===== src/rtl/fft_pkg.sv =====
// Shared definitions for the FFT output path.
//   clog2   : constant ceil(log2) for sizing counters and addresses
//   bitrev  : reverses the low log2n bits of a value (upper bits cleared)
//   BANK_*  : ping-pong bank select encoding
//   WR_* / RD_* : writer and reader FSM state encodings
package fft_pkg;

  localparam int MAX_LOG2N = 10;
  localparam int IDX_W     = 4;

  localparam logic BANK_A = 1'b0;
  localparam logic BANK_B = 1'b1;

  localparam logic WR_WAIT_SOF = 1'b0;
  localparam logic WR_FILL     = 1'b1;

  localparam logic RD_IDLE = 1'b0;
  localparam logic RD_READ = 1'b1;

  function automatic int clog2(input int value);
    int r;
    r = 0;
    while ((1 << r) < value) r++;
    return r;
  endfunction

  function automatic logic [MAX_LOG2N-1:0] bitrev(input logic [MAX_LOG2N-1:0] value,
                                                  input int log2n);
    logic [MAX_LOG2N-1:0] r;
    r = '0;
    for (int b = 0; b < MAX_LOG2N; b++) begin
      if (b < log2n) r[IDX_W'(log2n - 1 - b)] = value[IDX_W'(b)];
    end
    return r;
  endfunction

endpackage


===== src/rtl/fft_pingpong_ram.sv =====
// Two-bank complex sample store: 2*N words of DW bits.
//   clk, rst_n         : clock, async active-low reset (read register only)
//   we, wbank, waddr, wdata : write port
//   re, rbank, raddr   : read request; rdata updates one edge later and
//                        holds its value while re is low
// The memory array itself is never reset.
module fft_pingpong_ram
  import fft_pkg::*;
#(
  parameter int N  = 16,
  parameter int DW = 32,
  parameter int AW = clog2(N)
) (
  input  logic          clk,
  input  logic          rst_n,
  input  logic          we,
  input  logic          wbank,
  input  logic [AW-1:0] waddr,
  input  logic [DW-1:0] wdata,
  input  logic          re,
  input  logic          rbank,
  input  logic [AW-1:0] raddr,
  output logic [DW-1:0] rdata
);

  logic [DW-1:0] mem [2*N];

  always_ff @(posedge clk) begin
    if (we) mem[{wbank, waddr}] <= wdata;
  end

  // The read register doubles as the block's output data register, so it
  // carries the reset value and holds between bursts.
  always_ff @(posedge clk or negedge rst_n) begin
    if (!rst_n)  rdata <= '0;
    else if (re) rdata <= mem[{rbank, raddr}];
  end

endmodule


===== src/rtl/bitrev_reorder.sv =====
// Streaming bit-reversed to natural order reorder buffer for the SDF FFT.
// Each N-sample input frame is written bit-reversed into one ping-pong bank
// and read back sequentially (bin 0..N-1) while the next frame fills the
// other bank.
//   clk, rst_n        : clock, async active-low reset
//   i_valid, i_sof    : input sample strobe, start of frame (position 0)
//   i_rZ, i_iZ        : input real / imag
//   o_valid, o_sof    : output sample strobe, high with bin 0
//   o_rZ, o_iZ        : output real / imag (hold while o_valid is low)
module bitrev_reorder
  import fft_pkg::*;
#(
  parameter int N     = 16,
  parameter int WIDTH = 16
) (
  input  logic             clk,
  input  logic             rst_n,
  input  logic             i_valid,
  input  logic             i_sof,
  input  logic [WIDTH-1:0] i_rZ,
  input  logic [WIDTH-1:0] i_iZ,
  output logic             o_valid,
  output logic             o_sof,
  output logic [WIDTH-1:0] o_rZ,
  output logic [WIDTH-1:0] o_iZ
);

  localparam int            AW   = clog2(N);
  localparam logic [AW-1:0] LAST = AW'(N - 1);

  logic            wr_state;
  logic [AW-1:0]   wr_cnt;
  logic            wr_bank;
  logic [AW-1:0]   wr_pos;
  logic [AW-1:0]   wr_addr;
  logic            wr_en;
  logic            wr_done;

  logic            rd_state;
  logic [AW-1:0]   rd_cnt;
  logic            rd_bank;
  logic            rd_en;
  logic            rd_last;

  logic [1:0]      full;
  logic [1:0]      full_nxt;
  logic [2*WIDTH-1:0] rd_data;

  // Writer: an i_sof always restarts at position 0 in the current bank,
  // which both starts the first frame and resyncs a partial one.
  always_comb begin
    wr_en   = i_valid && ((wr_state == WR_FILL) || i_sof);
    wr_pos  = i_sof ? '0 : wr_cnt;
    wr_addr = AW'(bitrev(MAX_LOG2N'(wr_pos), AW));
    wr_done = wr_en && !i_sof && (wr_cnt == LAST);
  end

  always_ff @(posedge clk or negedge rst_n) begin
    if (!rst_n) begin
      wr_state <= WR_WAIT_SOF;
      wr_cnt   <= '0;
      wr_bank  <= BANK_A;
    end else if (wr_en) begin
      wr_state <= WR_FILL;
      if (wr_done) begin
        wr_cnt  <= '0;
        wr_bank <= (wr_bank == BANK_A) ? BANK_B : BANK_A;
      end else begin
        wr_cnt <= wr_pos + 1'b1;
      end
    end
  end

  // Reader: banks complete strictly alternately, so the reader simply
  // follows rd_bank. In IDLE it issues address 0 in the same cycle it sees
  // the bank full, which keeps back-to-back frames gap-free.
  always_comb begin
    rd_en   = (rd_state == RD_READ) || full[rd_bank];
    rd_last = rd_en && (rd_cnt == LAST);
  end

  always_ff @(posedge clk or negedge rst_n) begin
    if (!rst_n) begin
      rd_state <= RD_IDLE;
      rd_cnt   <= '0;
      rd_bank  <= BANK_A;
    end else if (rd_en) begin
      if (rd_last) begin
        rd_cnt   <= '0;
        rd_bank  <= ~rd_bank;
        rd_state <= full[~rd_bank] ? RD_READ : RD_IDLE;
      end else begin
        rd_cnt   <= rd_cnt + 1'b1;
        rd_state <= RD_READ;
      end
    end
  end

  // Full flags: writer sets and reader clears only ever touch different banks.
  always_comb begin
    full_nxt = full;
    if (rd_last) full_nxt[rd_bank] = 1'b0;
    if (wr_done) full_nxt[wr_bank] = 1'b1;
  end

  always_ff @(posedge clk or negedge rst_n) begin
    if (!rst_n) full <= 2'b00;
    else        full <= full_nxt;
  end

  fft_pingpong_ram #(
    .N  (N),
    .DW (2 * WIDTH),
    .AW (AW)
  ) u_ram (
    .clk   (clk),
    .rst_n (rst_n),
    .we    (wr_en),
    .wbank (wr_bank),
    .waddr (wr_addr),
    .wdata ({i_rZ, i_iZ}),
    .re    (rd_en),
    .rbank (rd_bank),
    .raddr (rd_cnt),
    .rdata (rd_data)
  );

  // Output strobes, aligned with the registered read data.
  always_ff @(posedge clk or negedge rst_n) begin
    if (!rst_n) begin
      o_valid <= 1'b0;
      o_sof   <= 1'b0;
    end else begin
      o_valid <= rd_en;
      o_sof   <= rd_en && (rd_cnt == '0);
    end
  end

  assign o_rZ = rd_data[2*WIDTH-1:WIDTH];
  assign o_iZ = rd_data[WIDTH-1:0];

endmodule


===== config.mk =====
export PLATFORM = sky130hd
export DESIGN_NAME = bitrev_reorder
export DESIGN_NICKNAME = d
export VERILOG_FILES = /design/src/rtl/fft_pkg.sv /design/src/rtl/fft_pingpong_ram.sv /design/src/rtl/bitrev_reorder.sv
export SDC_FILE = /design/constraint.sdc
export NUM_CORES = 1
export LEC_CHECK = 0
export CAP_MARGIN = 10
export CORE_MARGIN = 2
export CORE_UTILIZATION = 65
export DETAILED_ROUTE_END_ITERATION = 8
export HOLD_SLACK_MARGIN = 0.03
export PLACE_DENSITY_LB_ADDON = 0.3
export SLEW_MARGIN = 20
export SYNTH_ARGS = -nofsm -noshare
export SYNTH_HDL_FRONTEND = slang
export SYNTH_HIERARCHICAL = 1
export SYNTH_SLANG_ARGS = --single-unit

===== constraint.sdc =====
create_clock -name clk -period 6.5 [get_ports clk]
set_input_delay 1.3 -clock clk [delete_from_list [all_inputs] [get_ports clk]]
set_output_delay 1.3 -clock clk [all_outputs]
set_load 0.02 [all_outputs]

; Yosys cells after proc, flatten, opt, wreduce, memory -nomap -nowiden
; Memories as Yosys holds them, arrays and structs flattened. A register that Yosys moved wholly into a read port is not among the register bits.
; Index checks and enable logic that the tools add are counted.
[classes]
addsub = 2
reduce_logical = 14
n_eq_ne = 2
magnitude_cmp = 5
muxes = 18
bitwise_logic = 4
[ops]
columns = op, n
row1 = $mux 4, 3
row2 = $mux 1, 11
row3 = $add 4x1->4 const B, 2
row4 = $eq 4x4->1 const B, 2
row5 = $logic_and 1x1->1, 7
row6 = $lt 1x2->1 const B, 3
row7 = $logic_not 4->1, 1
row8 = $mux 2, 2
row9 = $reduce_and 2->1, 2
row10 = $and 2x2->2, 1
row11 = $demux 1 s1, 2
row12 = $ge 1x1->1 const B, 2
row13 = $logic_not 1->1, 2
row14 = $logic_or 1x1->1, 2
row15 = $not 2->2, 1
row16 = $or 2x2->2, 1
row17 = $not 1->1, 1
[totals]
mem_bits_rw = 1024
word_cells = 55
out_inout_bits = 34
memories = 1
ff_bits = 16
[mem_list]
columns = memory, depth, word_bits, rd, rd_clocked_by_memory_dff, wr, line
row1 = u_ram.mem, 32, 32, 1, 1, 1, fft_pingpong_ram.sv:26  ; logic [DW-1:0] mem [2*N];

; Longest topological paths before layout
[logic_depth]
ltp_word = 9
depth_mapped = 8

; By module
; Netlist, hierarchy kept.
[by_module_without_submodules]
columns = module, instances, cells_each, area_per_inst_um2
row1 = fft_pingpong_ram, 1, 2200, 40910.5
row2 = bitrev_reorder, 1, 70, 779.5

; Worst setup path before layout
; Ideal clock, no wire load.
[synth_timing]
kind = in2reg
from = input i_sof
to = memory u_ram.mem[10][0], enable pin
n_path_buf = 0
t_required_ns = 6.079
cell_stages = 3
path_slack_ns = 2.556
setup_ns = 0.421
arrival_ns = 3.523
cell_sequence = nor2b_1 -> or3b_2 -> nor2_1
[synth_between]
elab_chain_len = 4
[synth_rtl]
columns = element, line
row1 = "start, declared", bitrev_reorder.sv:19  ; input logic i_sof,
row2 = $logic_or 1x1->1, bitrev_reorder.sv:52  ; wr_en = i_valid && ((wr_state == WR_FILL) || i_sof);
row3 = $logic_and 1x1->1, bitrev_reorder.sv:52
row4 = $mux 1, fft_pingpong_ram.sv:29  ; if (we) mem[{wbank, waddr}] <= wdata;
row5 = $mux 1 (not written as such), fft_pingpong_ram.sv:29
row6 = "end, declared", fft_pingpong_ram.sv:26
; Parallel ways exist; a longest one is shown, timed or not.

; Final worst setup path
[layout_timing]
from = input i_sof
to = memory u_ram.mem[31][2], enable pin
[layout_rtl]
columns = element, line
row1 = $mux 4, bitrev_reorder.sv:53  ; wr_pos = i_sof ? '0 : wr_cnt;
row2 = net wr_pos[2], bitrev_reorder.sv:34  ; logic [AW-1:0] wr_pos;
; The timed path passes the listed nets, and every way through them passes these cells.

==> results.txt <==
- The clock passes through at most 3 buffers.
- Endpoint of the worst-slack reg-to-reg timing path: u_ram/rdata[30]
- Boundary Pins: 70
* Post-synth EDFFs: 1024
* Timing endpoint of the critical path: u_ram/mem[31][2]
- Maximum number of pins on one net before global-route repair: 109
* Number of standard-cell rows in the floorplan: 92
- Register-to-Register Path Depth: 6
- Required time of the critical path: 6.75 ns
- Share of final-layout standard cells stronger than drive strength 1: 12.0%
- Largest area contributor in the synthesized netlist: sky130_fd_sc_hd__edfxtp_1
* Final total negative setup slack: 0 ns
- RSZ-0062 raised after global routing: false
- In the post-synthesis netlist, the cell with the most instances is sky130_fd_sc_hd__edfxtp_1.
- Total global-route track usage: 31.2%
- Area of the die: 66200 µm²
- Clock power frac: 31.6%
- met2 is the most crowded layer.
- Before antenna repair, the detailed router went through 5 iterations.
* Commonest cells in the synthesized netlist: sky130_fd_sc_hd__edfxtp_1, sky130_fd_sc_hd__mux2i_1, sky130_fd_sc_hd__a22oi_1, sky130_fd_sc_hd__a21oi_1, sky130_fd_sc_hd__clkbuf_1
* Share of cell area taken by muxes after synthesis: 13.3%
- Clock-pin slew reported for the worst setup and hold paths after clock tree synthesis: 0.06 ns
* Cell count along the critical path: 4
- Number of maximum-capacitance constraint violations: 0
- On the final layout, the worst clock skew is 0.0374 ns.
- Final #Nets: 2384
- Post-route DRC: 0
- The completed layout was analyzed and its total power is 18.6 mW.
- Startpoint of the lowest-slack hold path: u_ram/rdata[8]
- Static leakage: 15.4 nW
- Static timing analysis puts the maximum clock frequency at 0.246 GHz.
- Crit path buffers/inverters: 1
* Remaining number of nets flagged by the antenna check after routing: 0
- Post-cts gate resize count: 0
* Combinational family with the most area after synthesis: multiplexers
- Critical path's top delay family: simple AND/OR/NAND/NOR gates
- Synth Area in Simple Gates: 1.37%
- The number of hold violations in the final report is 0.
- Once detailed placement completed, the half-perimeter wirelength came to 60300 µm.
- TritonCTS Buffers: 101
* Met2 capacity usage during global routing: 47.2%
- Cell internal power was estimated by the tool at 13.1 mW.
* Part of the total power dissipated in combinational logic: 25.2%
- For this run, the slowest stage of the critical path takes 1.16 ns.
- Measured along the x axis, the die boundary spans 257 µm.
- For this design the total switching power over the nets is 5.48 mW.
* Final setup violation count: 0
- Dividing the detail-routed via count by the number of cells gives 6.84.
- TritonCTS clock tree: yes
- Worst setup path class: input pin to flop
- Met1 usage: 45.6%
- Hold timing on the final database bottoms out at a slack of 0.503 ns.
* Adder-cell share of the synthesized area: 0.0900%
- The final layout contains routed wiring with a total length of 103000 µm.
* Worst setup slack for register-to-register paths: 2.93 ns
- Sequential cells burn 43.1% of the power.
- The clock tree synthesis step divided the H-tree into 3 levels.
- Buffers placed on the I/O ports in this run total 69.
- Net Count, Synth: 2309
- Data on the critical path arrives at its endpoint at 4.31 ns.
- Compared with the post-synthesis result, the final layout area differs by 11.3%.
* Count of vias placed by the detailed router: 22400
- Dividing the detail-routed wire length by the instance count gives 31.5 µm.
* Clock insertion delay at the later pin of the skew report: 0.66 ns
- Final Worst Setup Slack: 2.44 ns
* Vertical die dimension: 257 µm
* Netlist Area Pre-Place: 41700 µm²
* Overall overflow remaining after global route: 0
- After Yosys synthesis, XOR and XNOR cells account for 0.0420% of the synthesized area.
- Pwr dens: 400 nW/µm²
- At the pin with the least slew margin, the transition time is 1.10 ns.
* Maximum fanout count along the critical path: 32
- The startpoint identified for the worst register-to-register timing path is rd_cnt[0].
* Final min period: 4.06 ns
- First-pass GRT wire length: 147000 µm
- Post-Place Worst Slack: 1.91 ns
- Counting every sink on the clock net gives 1072.
- Fraction of synthesized cell area taken by the top area cell type: 73.8%
- Sorting the synthesized cells by area gives the leading types as sky130_fd_sc_hd__edfxtp_1, sky130_fd_sc_hd__mux2i_1, sky130_fd_sc_hd__a22oi_1.
- Crit. End Element: flop
- First element of the critical path: i_sof
* Maximum vdd ir drop: 277 µV
- Once the floorplan was initialized, standard cells occupied 66.0% of the core.
- The synthesized design contains 1072 register bits.
- In this run the worst hold path is classified as flop to flop.
* Total of hold buffers inserted after clock tree synthesis: 0
- Tcrit/Tclk final: 62.5%
- Area of the core region: 63200 µm²
* Buffer type at the clock tree root: sky130_fd_sc_hd__clkbuf_16
- Of all flip-flops after synthesis, the portion carrying an async set or reset was 4.48%.
- Syn. warnings: 6
- Of the total power, the share spent switching nets is 29.5%.
- Met3 track demand over resource in global routing: 6.11%
- Measured against its own limit, the worst slew margin works out to 26.3%.
- Setup bufs post-CTS: 0
* Status: finished clean
* Fraction of the yosys area taken by sequential cells: 76.6%
- Antenna violations before repair: 5
- Cells after Synth: 2270
- After synthesis, the netlist uses 45 different library cells.
- The via count of the first global-routing pass was 21500.
* Post-synth top flop: sky130_fd_sc_hd__edfxtp_1
- STA classifies the critical path startpoint as an input pin.
- The count of final max-slew check failures came to 0.
* Average instance area after synthesis: 18.4 µm²
- For this design, the slowest cell found on the critical path is sky130_fd_sc_hd__nor2_4.
- Summing the areas of all compound-gate instances in the mapped netlist gives 6.49% of the synthesized area.
- At the end of routability-driven placement, the weighted congestion stood at 0.867.
- After filler insertion, the fill cell instance count of the layout stands at 3583.
- Traced cell by cell, the critical path runs through clkdlybuf4s50_1 > nor2b_1 > nand3_1 > nor2_4.
* DRT iter0 DRCs: 3223
## cells in the final DEF, fill, tap and decap left out, types with 10 or more instances in the layout
cell / n
sky130_fd_sc_hd__clkinv_2: 19
sky130_fd_sc_hd__nor4_1: 32
sky130_fd_sc_hd__buf_2: 22
sky130_fd_sc_hd__buf_4: 28
sky130_fd_sc_hd__dfrtp_1: 47
sky130_fd_sc_hd__bufinv_16: 10
sky130_fd_sc_hd__mux2_2: 33
sky130_fd_sc_hd__clkbuf_16: 103
sky130_fd_sc_hd__clkbuf_1: 22
sky130_fd_sc_hd__clkinv_1: 11
sky130_fd_sc_hd__a22oi_1: 257
sky130_fd_sc_hd__a21oi_1: 128
sky130_fd_sc_hd__nor2_4: 34
sky130_fd_sc_hd__clkbuf_8: 16
sky130_fd_sc_hd__edfxtp_1: 1024
sky130_fd_sc_hd__mux2i_1: 512
sky130_fd_sc_hd__clkdlybuf4s50_1: 46
## per-stage QoR
stage | instances | util, % | instance area (µm²)
final | 3273 | 73.4 | 46400
after global routing | 3272 | 73.4 | 46400
after CTS | 3272 | 73.4 | 46400
after detailed placement | 3088 | 68.2 | 43100
after global placement | 3088 | 68.2 | 43100
after floorplan | 2270 | - | 41700
## sequential cells by signal (all words and copies together) (netlist names)
name	count
full	2
o_sof	1
o_valid	1
rd_bank	1
rd_cnt	4
rd_state	1
u_ram/mem	1024
u_ram/rdata	32
wr_bank	1
wr_cnt	4
wr_state	1
## layout make-up
cell class              instances  area (µm²)  area share [%]
flip-flops and latches       1072       32000            68.8
multi-input cells            1061        9130            19.7
clock buffers                 141        2880            6.21
well taps                     846        1060            2.28
repair buffers                103         906            1.95
clock inverters                43         462           0.995
inverters                       6        22.5          0.0485
diodes                          1        2.50         0.00539
## power groups by stage
stage	combinational (mW)	sequential [mW]	clock, mW
floorplan	3.20	8.15	0
global placement	4.48	8.13	0
detailed placement	4.57	8.14	0
CTS	4.61	8.00	5.92
global route	4.86	8.02	6.19
finish	4.69	8.00	5.87
## logic make-up (layout without fill, tap and decap cells)
family,Yosys count,count (layout)
buffers and inverters,137,293
DFF,1072,1072
adders and majority gates,3,3
xor gates and xnor gates,2,2
and+or+nand+nor,105,105
other,0,1
AOI/OAI and AO/OA,404,404
muxes,547,547
## how the worst min path moves through the flow
stage | end | slack (ns) | cells after the start
after global placement | u_ram/rdata[1] | 0.49 | 1
after floorplan | wr_cnt[3] | 0.46 | 1
after detailed placement | u_ram/rdata[16] | 0.49 | 1
after CTS | u_ram/rdata[16] | 0.51 | 1
after global routing | u_ram/rdata[8] | 0.52 | 1
final | u_ram/rdata[8] | 0.50 | 1
## metal layers
layer  wire, µm  vias to the layer above
li1           -                     9307
met4       4440                        4
met5         29                        -
met3      12200                      222
met1      38800                    11300
met2      47600                     1500
Note: power is estimated with default switching activity, not from simulation.
